## config.mk

```make
export PLATFORM = sky130hd
export DESIGN_NAME = mac_ram_sequencer
export DESIGN_NICKNAME = d
export VERILOG_FILES = /design/src/rtl/mac_ram_sequencer.sv
export SDC_FILE = /design/constraint.sdc
export NUM_CORES = 1
export LEC_CHECK = 0
export CAP_MARGIN = 20
export CORE_MARGIN = 8
export CORE_UTILIZATION = 43
export DETAILED_ROUTE_END_ITERATION = 10
export PLACE_DENSITY = 0.88
export SLEW_MARGIN = 20
export SYNTH_ARGS = -nofsm -noshare
export SYNTH_HDL_FRONTEND = slang
export SYNTH_SLANG_ARGS = --single-unit
export TNS_END_PERCENT = 50
```

## constraint.sdc

```tcl
create_clock -name clk -period 2.6 [get_ports clk]
set_clock_uncertainty 0.2 [all_clocks]
set_input_delay 0.52 -clock clk [delete_from_list [all_inputs] [get_ports clk]]
set_output_delay 0.52 -clock clk [all_outputs]
set_load 0.01 [all_outputs]
```

## src/rtl/mac_ram_sequencer.sv

```systemverilog
`timescale 1ns/1ps
// mac_ram_sequencer
// Walks a list of operand pairs in a dual-port synchronous RAM, feeds each
// pair to an external accumulating MAC and writes the low half of the
// running result back through RAM port B.
//
// Ports
//   clk, reset              : clock, synchronous active-high reset
//   start, len              : job request (one cycle) and pair count
//   src_base, dst_base      : operand and result start addresses
//   addr_a/addr_b, we_a/we_b, data_in_b, data_out_a/data_out_b : RAM side
//   mac_a, mac_b, valid_in, mac_reset, result, valid_out       : MAC side
//   busy, done, error       : status (done is a pulse, error is sticky)
module mac_ram_sequencer #(
    parameter int ADDR_W  = 5,
    parameter int DATA_W  = 16,
    parameter int TIMEOUT = 16
) (
    input  logic                clk,
    input  logic                reset,
    input  logic                start,
    input  logic [ADDR_W-1:0]   len,
    input  logic [ADDR_W-1:0]   src_base,
    input  logic [ADDR_W-1:0]   dst_base,
    output logic [ADDR_W-1:0]   addr_a,
    output logic [ADDR_W-1:0]   addr_b,
    output logic                we_a,
    output logic                we_b,
    output logic [DATA_W-1:0]   data_in_b,
    input  logic [DATA_W-1:0]   data_out_a,
    input  logic [DATA_W-1:0]   data_out_b,
    output logic [DATA_W-1:0]   mac_a,
    output logic [DATA_W-1:0]   mac_b,
    output logic                valid_in,
    output logic                mac_reset,
    input  logic [2*DATA_W-1:0] result,
    input  logic                valid_out,
    output logic                busy,
    output logic                done,
    output logic                error
);
    localparam int TW = $clog2(TIMEOUT + 1);

    typedef enum logic [3:0] {
        IDLE, CLR, RD_ADDR, RD_WAIT, ISSUE, WAIT_MAC, WRITE, GAP, FIN
    } state_t;

    state_t              state, nxt;
    logic [ADDR_W-1:0]   i, len_q, src_q, dst_q;
    logic [TW-1:0]       tcnt;
    logic [DATA_W-1:0]   res_q;
    logic                timed_out;

    // Only the low half of the accumulator is stored back to RAM.
    logic unused_result_hi;
    assign unused_result_hi = ^result[2*DATA_W-1:DATA_W];

    assign timed_out = (tcnt == TW'(TIMEOUT - 1)) && !valid_out;

    // State register
    always_ff @(posedge clk) begin
        if (reset) state <= IDLE;
        else       state <= nxt;
    end

    // Next-state logic
    always_comb begin
        nxt = state;
        unique case (state)
            IDLE:     if (start) nxt = (len == '0) ? FIN : CLR;
            CLR:      nxt = RD_ADDR;
            RD_ADDR:  nxt = RD_WAIT;
            RD_WAIT:  nxt = ISSUE;
            ISSUE:    nxt = WAIT_MAC;
            WAIT_MAC: if (valid_out) nxt = WRITE;
                      else if (timed_out) nxt = FIN;
            WRITE:    nxt = GAP;
            GAP:      nxt = (ADDR_W'(i + 1'b1) == len_q) ? FIN : RD_ADDR;
            FIN:      nxt = IDLE;
            default:  nxt = IDLE;
        endcase
    end

    // Datapath registers
    always_ff @(posedge clk) begin
        if (reset) begin
            i     <= '0;
            len_q <= '0;
            src_q <= '0;
            dst_q <= '0;
            tcnt  <= '0;
            res_q <= '0;
            mac_a <= '0;
            mac_b <= '0;
            error <= 1'b0;
        end else begin
            unique case (state)
                IDLE: if (start) begin
                    len_q <= len;
                    src_q <= src_base;
                    dst_q <= dst_base;
                    i     <= '0;
                    error <= 1'b0;
                end
                // RAM data is valid at the second edge after the address, so
                // the operands are captured leaving RD_WAIT and presented
                // together with valid_in during ISSUE.
                RD_WAIT: begin
                    mac_a <= data_out_a;
                    mac_b <= data_out_b;
                end
                ISSUE: tcnt <= '0;
                WAIT_MAC: begin
                    tcnt <= tcnt + 1'b1;
                    if (valid_out)      res_q <= result[DATA_W-1:0];
                    else if (timed_out) error <= 1'b1;
                end
                GAP: i <= i + 1'b1;
                default: ;
            endcase
        end
    end

    // Output logic
    always_comb begin
        busy      = (state != IDLE);
        done      = (state == FIN);
        mac_reset = (state == CLR);
        valid_in  = (state == ISSUE);
        we_a      = 1'b0;
        we_b      = (state == WRITE);
        addr_a    = '0;
        addr_b    = '0;
        data_in_b = '0;
        if (state == RD_ADDR || state == RD_WAIT) begin
            addr_a = src_q + i;
            addr_b = src_q + i;
        end else if (state == WRITE) begin
            addr_b    = dst_q + i;
            data_in_b = res_q;
        end
    end
endmodule

```

==> results.md <==
- Worst slew margin: 0.589
- DRT Pass-1 Iters: 6
- Via density: 5.11
- Max cap viols: 0
- Cts hold-fix bufs: 0
- Layout cells sized above 1: 0.126
- Syn Area/Cell: 7.79 sq um
- Count leader, synth: nand2_1
- HPWL after detailed placement: 7490 um
- CP Buf/Inv Count: 1
- Worst hold path class: reg -> reg
- Max Slew Vio Count: 0
- Critical path class: reg -> out
- Antenna Nets Post-Route: 0
- Fillers: 652
- Worst Setup Start Kind: flip-flop
- Yosys top cell by area: dfxtp_1
- Setup violations, final: 1
- CTS Buf Count: 9
- Ranking of synthesized cells by area: dfxtp_1 44%, nand2_1 14%, a21oi_1 12%
- Worst-path maximum fanout: 3
- Detailed Route WL: 10400 um
- Area of the multi-input gates: 1950 sq um
- Final Cycle Share: 1.04
- Maximum VDD drop: 0.000332 V
- Critical path cell sequence: ha_2, fa_2, a21o_1, a21oi_2, xnor2_1, o2bb2ai_1, buf_2
- Yosys warning count: 0
- Vias in the first global route: 3624
- Largest net degree at the start of global routing: 33
- GPL Wtd Cong: 0.813
- Max incr delay on CP: 350 ps
- Post-synth ARST share: 0
- Synth-to-layout area growth: 50.0%
- Register area: 1570 sq um
- Clock Latency Late Sink: 350 ps
- NumNets Final: 687
- CTS Sinks: 78
- Distinct cell type count after synthesis: 44
- Mapped Cells: 457
- Violated checks: negative setup slack
- Critical Path AT: 1980 ps
- Synth cell count leaders: 133 x nand2_1, 82 x a21oi_1, 78 x dfxtp_1, 20 x and2_1
- H-tree level count: 3
- Hold Violations, Final: 0
- Via count: 3582
- Outcome: finished with violations
- WHS: 250 ps
- Synthesized area: 3560 sq um
- Total track usage: 0.177
- CTS clk-pin slew, worst paths: 70 ps
- Slowest-stage cell, CP: dfxtp_2
- Post-synthesis sequential area ratio: 0.439
- Die W: 107 um
- Num ports: 148
- EDFF count, synth: 0
- Seq cells post-synth: 78
- Post-layout power: 2.60 mW
- Initial core utilization: 0.437
- Drt first-iter violations: 152
- Power Density: 487 nW/um^2
- Min Tclk post-route: 2700 ps
- Initial antenna violation count: 0
- Leak: 2.21 nW
- Fmax: 371 MHz
- Congestion Overflow GR: 0
- Full die area: 11400 sq um
- Critical Path RT: 1880 ps
- Input/output buffers: 130
- Cell family with most CP delay: adder cells
- Unrepaired setup endpoints after global routing: yes
- Rows: 33
- Clock buffer depth: 2
- Most common flop cell mapped by yosys: dfxtp_1
- Synthesized Nets: 553
- Clk root buf: clkbuf_8
- Final WS setup: -96.5 ps
- Post-DR wirelength/cell: 14.8 um
- Crit end category: output pin
- Post-synth top area share: 0.439
- CTS tree: built
- Antenna Cells: 0
- Die Y: 107 um
- Slew @ Worst Pin: 615 ps
- Core area: 8130 sq um
- First-pass GRT wire length: 16600 um
- DRC Markers: 0
worst reg2reg max path: stages (launching register included):
cell and delay [ps]:
dfxtp_2 390, buf_4 180, nor4_4 310, buf_4 170
and2_1 490, nand2_1 160, a21oi_1 170
registers in the layout (all words and copies together) (netlist names):
signal	cells
dst_q	5
error	1
i	5
len_q	5
mac_a	16
mac_b	16
res_q	16
src_q	5
state	4
tcnt	5
power breakdown:
part | internal (mW) | total, mW | switching, mW
sequential | 1.23 | 1.26 | 0.0266
combinational | 0.199 | 0.372 | 0.172
clock | 0.539 | 0.972 | 0.433
total | 1.97 | 2.60 | 0.632
what timing repair did:
action	in CTS	in global routing
setup buffers	1	3
pin swaps	11	7
endpoints found under the hold margin	0	0
endpoints found under the setup margin	27	17
gates resized for setup	57	19
final timing paths:
path         cells after the start  slack, ps         to       from
max                              7       -100  addr_b[4]       i[0]
min                              2        250  res_q[11]  res_q[11]
max reg2reg                      6        450   src_q[1]   state[2]
min reg2reg                      2        250  res_q[11]  res_q[11]
stage by stage:
step / area [sq um] / setup TNS (ps) / setup slack [ps] / util / cells
finish: 5340 / -96.5 / -96.5 / 0.656 / 701
global route: 5340 / -342 / -215 / 0.656 / 701
CTS: 5260 / -56.3 / -56.2 / 0.647 / 698
detailed placement: 5000 / -606 / -244 / 0.615 / 681
global placement: 5000 / -423 / -208 / 0.615 / 681
floorplan: 3560 / 0 / 269 / - / 457
routing by layer:
metal  vias up  share of wire  global-route usage  wire [um]
met5         -              0                   0          0
met4         0          0.016              0.0724        164
met3        14           0.12              0.0900       1230
met2       119           0.48               0.302       5030
met1      1663           0.38               0.180       3970
li1       1786              -                   -          -
area by class of cell:
| type | count | share of cell area |
|---|---|---|
| Inverter | 3 | 0.00211 |
| Timing Repair Buffer | 155 | 0.274 |
| Multi-Input combinational cell | 344 | 0.365 |
| Sequential cell | 78 | 0.294 |
| Clock inverter | 6 | 0.0162 |
| Tap cell | 105 | 0.0246 |
| Clock buffer | 10 | 0.0239 |
cell usage in the layout (no fill, tap or decap), types with 2 or more instances in the layout:
| master | n |
|---|---|
| and2_1 | 20 |
| ha_4 | 3 |
| nor2_1 | 18 |
| fa_2 | 2 |
| dlymetal6s2s_1 | 8 |
| nor2b_1 | 2 |
| clkdlybuf4s50_1 | 102 |
| a21oi_2 | 4 |
| buf_6 | 2 |
| xor2_1 | 5 |
| inv_1 | 3 |
| o2bb2ai_1 | 2 |
| buf_4 | 23 |
| o21ai_0 | 2 |
| bufinv_16 | 2 |
| a21oi_1 | 78 |
| nand3b_1 | 3 |
| clkbuf_8 | 9 |
| nor3_1 | 5 |
| nor4_1 | 2 |
| nand2_1 | 133 |
| clkbuf_2 | 2 |
| o21ai_1 | 4 |
| dfxtp_2 | 5 |
| dlygate4sd2_1 | 11 |
| dfxtp_1 | 72 |
| buf_2 | 6 |
| clkinv_2 | 2 |
| a21o_1 | 8 |
| ha_1 | 7 |
| xnor2_1 | 8 |
| or3_1 | 3 |
| nor2_2 | 2 |
| nand3_1 | 6 |
| and3_1 | 4 |
cell families after synthesis:
| kind of cell | share of synthesized area |
|---|---|
| compound gates | 0.162 |
| xor+xnor | 0.0345 |
| fa+ha+maj | 0.0499 |
| buf+inv | 0.0432 |
| flops | 0.439 |
| other cells | 0.00105 |
| simple gates | 0.270 |
No activity file was read; power rests on OpenSTA's default activity.
